### src/rtl/inval_line_queue.sv
// Line-aligning invalidation FIFO with duplicate-line suppression.
// Sits between the invalidation filter and the CVA6 response path.
module inval_line_queue #(
    parameter int unsigned AddrWidth   = 64,
    parameter int unsigned L1LineWidth = 16,
    parameter int unsigned Depth       = 4,
    parameter bit          DedupEnable = 1'b1
) (
    input  logic                         clk_i,
    input  logic                         rst_i,
    input  logic                         en_i,
    input  logic [AddrWidth-1:0]         inval_addr_i,
    input  logic                         inval_valid_i,
    output logic                         inval_ready_o,
    output logic [AddrWidth-1:0]         inval_addr_o,
    output logic                         inval_valid_o,
    input  logic                         inval_ready_i,
    output logic [$clog2(Depth+1)-1:0]   count_o,
    output logic [15:0]                  drop_cnt_o
);

    localparam int unsigned PtrW = $clog2(Depth);
    localparam int unsigned CntW = $clog2(Depth+1);
    localparam int unsigned OffW = $clog2(L1LineWidth);

    logic [AddrWidth-1:0] mem_q [Depth];
    logic [Depth-1:0]     vld_q, vld_d;
    logic [PtrW-1:0]      wr_q, wr_d, rd_q, rd_d;
    logic [CntW-1:0]      count_q, count_d;
    logic [15:0]          drop_q, drop_d;

    logic [AddrWidth-1:0] line;
    logic                 hit, full, pop, acc, push, drop;

    assign line = {inval_addr_i[AddrWidth-1:OffW], {OffW{1'b0}}};
    assign full = (count_q == CntW'(Depth));
    assign pop  = inval_valid_o & inval_ready_i;

    // Head being popped this cycle no longer counts as pending.
    always_comb begin
        hit = 1'b0;
        for (int i = 0; i < Depth; i++) begin
            if (vld_q[i] && mem_q[i] == line && !(pop && PtrW'(i) == rd_q))
                hit = 1'b1;
        end
        if (!DedupEnable)
            hit = 1'b0;
    end

    assign inval_ready_o = !rst_i & (!en_i | !full | hit);
    assign acc  = inval_valid_i & inval_ready_o;
    assign push = acc & en_i & !hit;
    assign drop = acc & en_i & hit;

    always_comb begin
        wr_d    = wr_q;
        rd_d    = rd_q;
        vld_d   = vld_q;
        count_d = count_q;
        drop_d  = drop_q;
        if (pop) begin
            rd_d        = rd_q + 1'b1;
            vld_d[rd_q] = 1'b0;
        end
        if (push) begin
            wr_d        = wr_q + 1'b1;
            vld_d[wr_q] = 1'b1;
        end
        unique case ({push, pop})
            2'b10:   count_d = count_q + 1'b1;
            2'b01:   count_d = count_q - 1'b1;
            default: count_d = count_q;
        endcase
        if (drop && drop_q != 16'hFFFF)
            drop_d = drop_q + 16'd1;
    end

    always_ff @(posedge clk_i) begin
        if (rst_i) begin
            wr_q    <= '0;
            rd_q    <= '0;
            vld_q   <= '0;
            count_q <= '0;
            drop_q  <= '0;
        end else begin
            wr_q    <= wr_d;
            rd_q    <= rd_d;
            vld_q   <= vld_d;
            count_q <= count_d;
            drop_q  <= drop_d;
        end
    end

    always_ff @(posedge clk_i) begin
        if (push)
            mem_q[wr_q] <= line;
    end

    assign inval_valid_o = !rst_i && (count_q != '0);
    assign inval_addr_o  = inval_valid_o ? mem_q[rd_q] : '0;
    assign count_o       = rst_i ? '0 : count_q;
    assign drop_cnt_o    = rst_i ? '0 : drop_q;

endmodule

### config.mk
export PLATFORM = sky130hd
export DESIGN_NAME = inval_line_queue
export DESIGN_NICKNAME = d
export VERILOG_FILES = /design/src/rtl/inval_line_queue.sv
export SDC_FILE = /design/constraint.sdc
export NUM_CORES = 1
export LEC_CHECK = 0
export BUFFER_PORTS_ARGS = -buffer_cell sky130_fd_sc_hd__buf_2
export CORE_UTILIZATION = 40
export CTS_CLUSTER_SIZE = 8
export DETAILED_ROUTE_END_ITERATION = 10
export GPL_ROUTABILITY_DRIVEN = 1
export PLACE_DENSITY_LB_ADDON = 0.3
export REMOVE_ABC_BUFFERS = 1
export SYNTH_ARGS = -nofsm -noshare
export SYNTH_HDL_FRONTEND = slang
export SYNTH_SLANG_ARGS = --single-unit
### constraint.sdc
create_clock -name clk_i -period 4.6 [get_ports clk_i]
set_clock_uncertainty 0.1 [all_clocks]
set_input_delay 0.46 -clock clk_i [delete_from_list [all_inputs] [get_ports clk_i]]
set_output_delay 0.46 -clock clk_i [all_outputs]
set_load 0.02 [all_outputs]
==> results.cfg, run 1 <==
[timing]
slew_violations = 0
worst_pin_slew_ns = 1.18
rsz0062_at_grt = false
fin_crit_ns = 3.64
min_period_over_period_pct = 79.1
relSlewSlack_pct = 20.9
timing.final.ws_setup_ns = 0.961
setup_tns_ns = 0
timing.fmax_ghz = 0.275
finalHoldViolations = 0
setup_violations = 0

[synth]
synthAdderAreaFrac_pct = 1.07
synth_top_family_by_area = XOR/XNOR gates
yosysSeqAreaShare_pct = 57.6
post_synth_inst_count = 959
synth_xor_area_share_pct = 15.7
synth_top_cell_area_share_pct = 53.3
ys_types = 42
synth_ff_type = edfxtp_1
synthTopCellsByArea = edfxtp_1 53%, xnor2_1 16%, mux4_2 10%
synth_edf_count = 240
async_flop_share_pct = 0
synth-seq-cells = 269
synth-compound-area-share_pct = 0.935
yosys_warnings = 0
yosysTopAreaCell = edfxtp_1
synthSimpleGateAreaFrac_pct = 10.2
synth.avg_cell_area_um2 = 14.1
synth_mux_area_share_pct = 11.2
synth_area_um2 = 13500

[critical_path]
crit_required_ns = 4.04
end_kind = output port
start_kind = register
cp_max_fo = 24
path_class = register to output port
cp_data_arrival_time_ns = 3.08

[placed_design]
gp_congestion = 0.815
post-place-ws_ns = 0.892
placed_cell_area_um2 = 14600
io_buffers = 145
dp_hpwl_um = 24100

[grt]
antenna_found_initial = 3
top_usage_layer = met2
grt_remaining_overflow = 0
grt_pass1_vias = 7989
grt_max_degree = 62
grtUsageMet2_pct = 32.0
use_met3_pct = 3.58
grt_pass1_wl_um = 51700
grt_use_met1_pct = 30.3
grt_use_total_pct = 20.7

[pwr]
powerDensity_nw_per_um2 = 369
power.total_mw = 5.77
p_leak_nw = 5.09
ir_drop_v = 0.000266

[flow_run]
drv_cap = 0

[clocking]
clkSinkCount = 269
h-tree-depth = 2
cts_resized = 0
cts.reportedPaths.clkPinSlew_ns = 0.05
cts_root_buf = clkbuf_16
holdBufCountCts = 0
tritoncts = built
clk_path_buf_depth = 3
post-cts-setup-buffers = 0
clkLatencyLatePin_ns = 0.53
cts_buffers = 39

[min_path]
min_path_type = primary input to register

[route]
wl_per_cell_um = 23.0
drt_first_pass_iters = 5
via_count = 8147
drtIter0Drc = 828
vias_per_cell = 5.35
drt-total-wl_um = 34900
drc = 0
route.antenna.remaining_nets = 0

[finish]
seq_area_um2 = 7790
drive_gt1_share_pct = 26.1
n_fill_cell = 2971
design_area_um2 = 15600
syn2layout_area_growth_pct = 15.5
nets = 1147
multi_input_area_um2 = 5330

[die]
chipHeight_um = 186
rows = 66
die_w_um = 186
coreArea_um2 = 32900
dieArea_um2 = 34500
start_util_pct = 41.1
io_pins = 154

[run_status]
status = complete, no violations
## cell usage in the layout (no fill, tap or decap), types with 5 or more instances in the layout
| cell | instances |
|---|---|
| nand2_1 | 11 |
| nor2_1 | 29 |
| clkbuf_16 | 39 |
| nor2b_1 | 14 |
| nor3_1 | 8 |
| and2_1 | 61 |
| inv_1 | 12 |
| mux4_2 | 60 |
| nor4_1 | 20 |
| clkbuf_1 | 11 |
| nand3_1 | 10 |
| mux2_2 | 13 |
| nand4_1 | 66 |
| buf_4 | 11 |
| edfxtp_1 | 240 |
| buf_2 | 145 |
| ha_1 | 10 |
| xnor2_1 | 241 |
| o31ai_1 | 5 |
| dfxtp_1 | 27 |
## power by group
part	switching, mW	internal (mW)	leakage, nW
sequential	0.0320	2.70	2.40
clock	1.01	1.53	0.509
combinational	0.295	0.203	2.18
total	1.33	4.43	5.09
## path summary, 6_finish.rpt
path | start | to | slack [ns] | cells past startpoint
max | mem_q[3][4]$_DFFE_PP_ | inval_ready_o | 0.96 | 8
min | inval_addr_i[9] | mem_q[1][5]$_DFFE_PP_ | 0.15 | 1
max reg2reg | mem_q[3][4]$_DFFE_PP_ | count_q[2]$_SDFFE_PP0P_ | 1.05 | 13
min reg2reg | vld_q[2]$_SDFF_PP0_ | vld_q[2]$_SDFF_PP0_ | 0.43 | 2
## logic make-up after synthesis
logic type | Yosys count
and+or+nand+nor | 235
DFF | 269
adders and majority gates | 11
other | 1
muxes | 75
AOI/OAI and AO/OA | 19
xor gates and xnor gates | 243
buffers and inverters | 106
## per-stage QoR
step | utilization [%] | std cells | hold WS [ns]
2_1_floorplan | - | 868 | 0.351
3_3_place_gp | 44.3 | 1468 | 0.407
3_5_place_dp | 44.3 | 1468 | 0.415
4_1_cts | 47.5 | 1521 | 0.138
5_1_grt | 47.5 | 1522 | 0.152
6_report | 47.5 | 1522 | 0.155
## worst max-delay path: stages, from the launching register on
cell and delay, ns:
edfxtp_1 0.40, xnor2_1 0.36, nand4_1 0.19, nor4_1 0.54, nand4_1 0.13, and4_1 0.28, buf_4 0.24, a41oi_1 0.23
buf_2 0.19
## flip-flops by register name (all words and copies together), names as in the netlist, named ones only
name / count
drop_q: 16
wr_q: 2
count_q: 3
mem_q: 240
vld_q: 4
rd_q: 2
## synth_stat cells (11+ instances only)
cell,number
nor2b_1,14
mux2_2,13
nor4_1,20
nor2_1,30
clkbuf_1,79
mux4_2,60
nand4_1,66
nand2_1,11
xnor2_1,241
inv_1,12
dfxtp_1,29
and2_1,61
edfxtp_1,240
## layer usage
metal / vias up / wire, um
met1: 4106 / 15700
met2: 293 / 16400
met5: - / 25
met3: 46 / 2310
li1: 3698 / -
met4: 4 / 583
## area by class of cell
class,instances,share of cell area [%]
multi-input cells,587,34.1
well taps,442,3.54
diodes,1,0.0160
flip-flops and latches,269,49.9
clock inverters,3,0.232
repair buffers,158,5.43
clock buffers,50,6.51
inverters,12,0.288
Note: power is estimated with default switching activity, not from simulation.
==> inputs of run 2 (changes only) <==
--- a/config.mk
+++ b/config.mk
@@ -5,6 +5,7 @@
 export SDC_FILE = /design/constraint.sdc
 export NUM_CORES = 1
 export LEC_CHECK = 0
+export ABC_AREA = 1
 export BUFFER_PORTS_ARGS = -buffer_cell sky130_fd_sc_hd__buf_2
 export CORE_UTILIZATION = 40
 export CTS_CLUSTER_SIZE = 8
==> constraint.sdc (replaced) <==
create_clock -name clk_i -period 3.7 [get_ports clk_i]
set_clock_uncertainty 0.1 [all_clocks]
set_input_delay 0.37 -clock clk_i [delete_from_list [all_inputs] [get_ports clk_i]]
set_output_delay 0.37 -clock clk_i [all_outputs]
set_load 0.02 [all_outputs]
==> run 2 against run 1 <==
Compared with the run above: setup slack got worse by 0.35 ns; critical path depth increased by 2; die area increased by 16%; cell count increased by 59%; synthesized cell count increased by 86%; register-to-register slack got worse by 0.43 ns; clock power increased by 26%; highest routed layer unchanged.
==> results.cfg, run 2 <==
[finish]
largestRegisters = mem_q x240, drop_q x16, vld_q x4
drive_gt1_share_pct = 14.7
nets = 1975
largest_reg_flops = 240
syn2layout_area_growth_pct = 13.5
top_register = mem_q
final_util_pct = 45.9
final_common_cell = nand2_1
most-common-layout-cells = 379 x nand2_1, 302 x nor2_1, 240 x edfxtp_1

[synth]
synth_edf_count = 240
synth.avg_cell_area_um2 = 8.79
synth.most_common_cell = nand2_1
async_flop_share_pct = 0
synthTopCellsByArea = edfxtp_1 46%, nand2_1 9.1%, xnor2_1 7.8%
synth_area_um2 = 15600
yosys_warnings = 0
post_synth_inst_count = 1780
yosysSeqAreaShare_pct = 49.8
synth_top_cell_area_share_pct = 46.1
synth-seq-cells = 269
ys_types = 43
yosysTopAreaCell = edfxtp_1
synth_ff_type = edfxtp_1
netlist_top_cells_count = 379 x nand2_1, 306 x nor2_1, 240 x edfxtp_1

[pwr]
ir_drop_v = 0.000274
p_sw_share_pct = 25.1
p_leak_nw = 6.80
p_clk_share_pct = 43.2
power.total_mw = 7.42
seq_power_share_pct = 45.5
p_sw_mw = 1.86
p_int_mw = 5.56
p_comb_share_pct = 11.3
powerDensity_nw_per_um2 = 418

[timing]
timing.final.ws_setup_ns = 0.608
fin_crit_ns = 3.09
finalHoldViolations = 0
min_period_over_period_pct = 83.6
setup_tns_ns = 0
relSlewSlack_pct = 35.5
rsz0062_at_grt = false
slew_violations = 0
worst_pin_slew_ns = 0.967
setup_violations = 0
holdWs_ns = 0.0463
timing.fmax_ghz = 0.323

[critical_path]
rrSetupSlack_ns = 0.62
r2r-end = count_q[2]$_SDFFE_PP0P_
r2r-start = mem_q[3][45]$_DFFE_PP_
crit_slowest_cell = edfxtp_1
critPathMaxStageDelay_ns = 0.40
reg2reg_depth = 16
start_kind = register
cp_data_arrival_time_ns = 2.62
cp_max_fo = 2
crit_required_ns = 3.23
end_kind = output port
path_class = register to output port
crit_chain = xnor2_1, nand2_1, nor2_1, nand4_1, nor3_1, nand3_1, nand2_1, nor2_1, a21oi_1, buf_2

[die]
die_w_um = 200
chipHeight_um = 200
coreArea_um2 = 38600
io_pins = 154
dieArea_um2 = 39900
start_util_pct = 40.5
rows = 72

[placed_design]
gp_congestion = 0.976
dp_hpwl_um = 35600
post-place-ws_ns = 0.445
io_buffers = 145

[clocking]
cts_buffers = 39
cts_resized = 0
tritoncts = built
holdBufCountCts = 0
cts_root_buf = clkbuf_16
clkSinkCount = 269
cts.reportedPaths.clkPinSlew_ns = 0.05
clk_path_buf_depth = 3
clkLatencyLatePin_ns = 0.53
h-tree-depth = 2
post-cts-setup-buffers = 0

[flow_run]
drv_cap = 0

[run_status]
status = complete, no violations

[min_path]
min_to = mem_q[2][57]$_DFFE_PP_
min_from = inval_addr_i[61]
min_path_type = primary input to register
hold_depth = 1

[route]
drc = 0
vias_per_cell = 5.27
drtIter0Drc = 1130
via_count = 12800
route.antenna.remaining_nets = 0
wl_per_cell_um = 20.7
drt_first_pass_iters = 7
drt-total-wl_um = 50100

[grt]
grt_pass1_wl_um = 73000
grt_use_total_pct = 25.0
grt_max_degree = 72
antenna_found_initial = 3
grt_pass1_vias = 11900
grt_remaining_overflow = 0
[run 2: cell types whose count changed in the layout (fill, tap and decap cells not counted), sizes merged, moves of 11 or more]
| cell | change |
|---|---|
| nor4 | -20 |
| nand2 | +370 |
| nand3 | +21 |
| buf | +11 |
| inv | +142 |
| mux2 | -14 |
| o21ai | +121 |
| nand4 | -13 |
| mux4 | -60 |
| and2 | -56 |
| nor2 | +282 |
| a21oi | +132 |
| xnor2 | -75 |
[run 2: routing by layer]
metal / routed length (um) / GRT usage, % / share of wire (%) / vias up
li1: - / - / - / 6019
met2: 23100 / 39.7 / 46 / 572
met3: 3960 / 3.86 / 7.9 / 99
met1: 21500 / 34.8 / 43 / 6081
met5: 22 / 0 / 0.044 / -
met4: 1490 / 8.54 / 3.0 / 4
[run 2: layout make-up]
| cell class | count | area (um2) |
|---|---|---|
| fill | 3694 | 20900 |
| sequential | 269 | 7790 |
| multi-input combinational | 1262 | 6660 |
| clock buffer | 48 | 1050 |
| timing repair buffer | 169 | 1020 |
| tap | 518 | 648 |
| inverter | 154 | 581 |
| clock inverter | 1 | 5.00 |
| antenna | 1 | 2.50 |
[run 2: worst max-delay path: cells and delay by family (launching register included)]
kind                      cells  cell delay (ns)
buffers and inverters         1             0.19
DFF                           1             0.40
xor gates and xnor gates      1             0.31
AOI/OAI and AO/OA             1             0.18
and+or+nand+nor               7             1.00
[run 2: how the worst max path moves through the flow]
stage / from / end / slack [ns] / depth (start not counted)
after floorplan: register / inval_addr_o[15] / -2.16 / 4
after global placement: inval_addr_i[48] / count_q[2]$_SDFFE_PP0P_ / 0.44 / 19
after detailed placement: inval_addr_i[48] / count_q[2]$_SDFFE_PP0P_ / 0.45 / 19
after CTS: mem_q[3][45]$_DFFE_PP_ / inval_ready_o / 0.55 / 10
after global routing: mem_q[2][15]$_DFFE_PP_ / count_q[2]$_SDFFE_PP0P_ / 0.35 / 17
final: mem_q[3][45]$_DFFE_PP_ / inval_ready_o / 0.61 / 10
[run 2: cells by family after synthesis]
| group | after synthesis | synth area share (%) |
|---|---|---|
| buffers and inverters | 252 | 7.91 |
| other | 1 | 0.0240 |
| AO/OA/AOI/OAI | 264 | 8.80 |
| AND/OR/NAND/NOR | 806 | 21.4 |
| flip-flops | 269 | 49.8 |
| adder cells (fa/ha/maj) | 11 | 0.928 |
| XOR/XNOR | 177 | 11.2 |
[run 2: metrics by stage]
| stage | std cells | area [um2] |
|---|---|---|
| 2_1_floorplan | 1685 | 15000 |
| 3_3_place_gp | 2372 | 16700 |
| 3_5_place_dp | 2372 | 16700 |
| 4_1_cts | 2421 | 17800 |
| 5_1_grt | 2422 | 17800 |
| 6_report | 2422 | 17800 |
[run 2: power by group through the flow]
| stage | clock network, mW | logic (mW) | registers, mW |
|---|---|---|---|
| final | 3.20 | 0.841 | 3.38 |
| after global routing | 3.35 | 0.906 | 3.38 |
| after CTS | 3.25 | 0.831 | 3.38 |
| after detailed placement | 0 | 0.827 | 3.43 |
| after global placement | 0 | 0.819 | 3.43 |
| after floorplan | 0 | 0.422 | 3.45 |
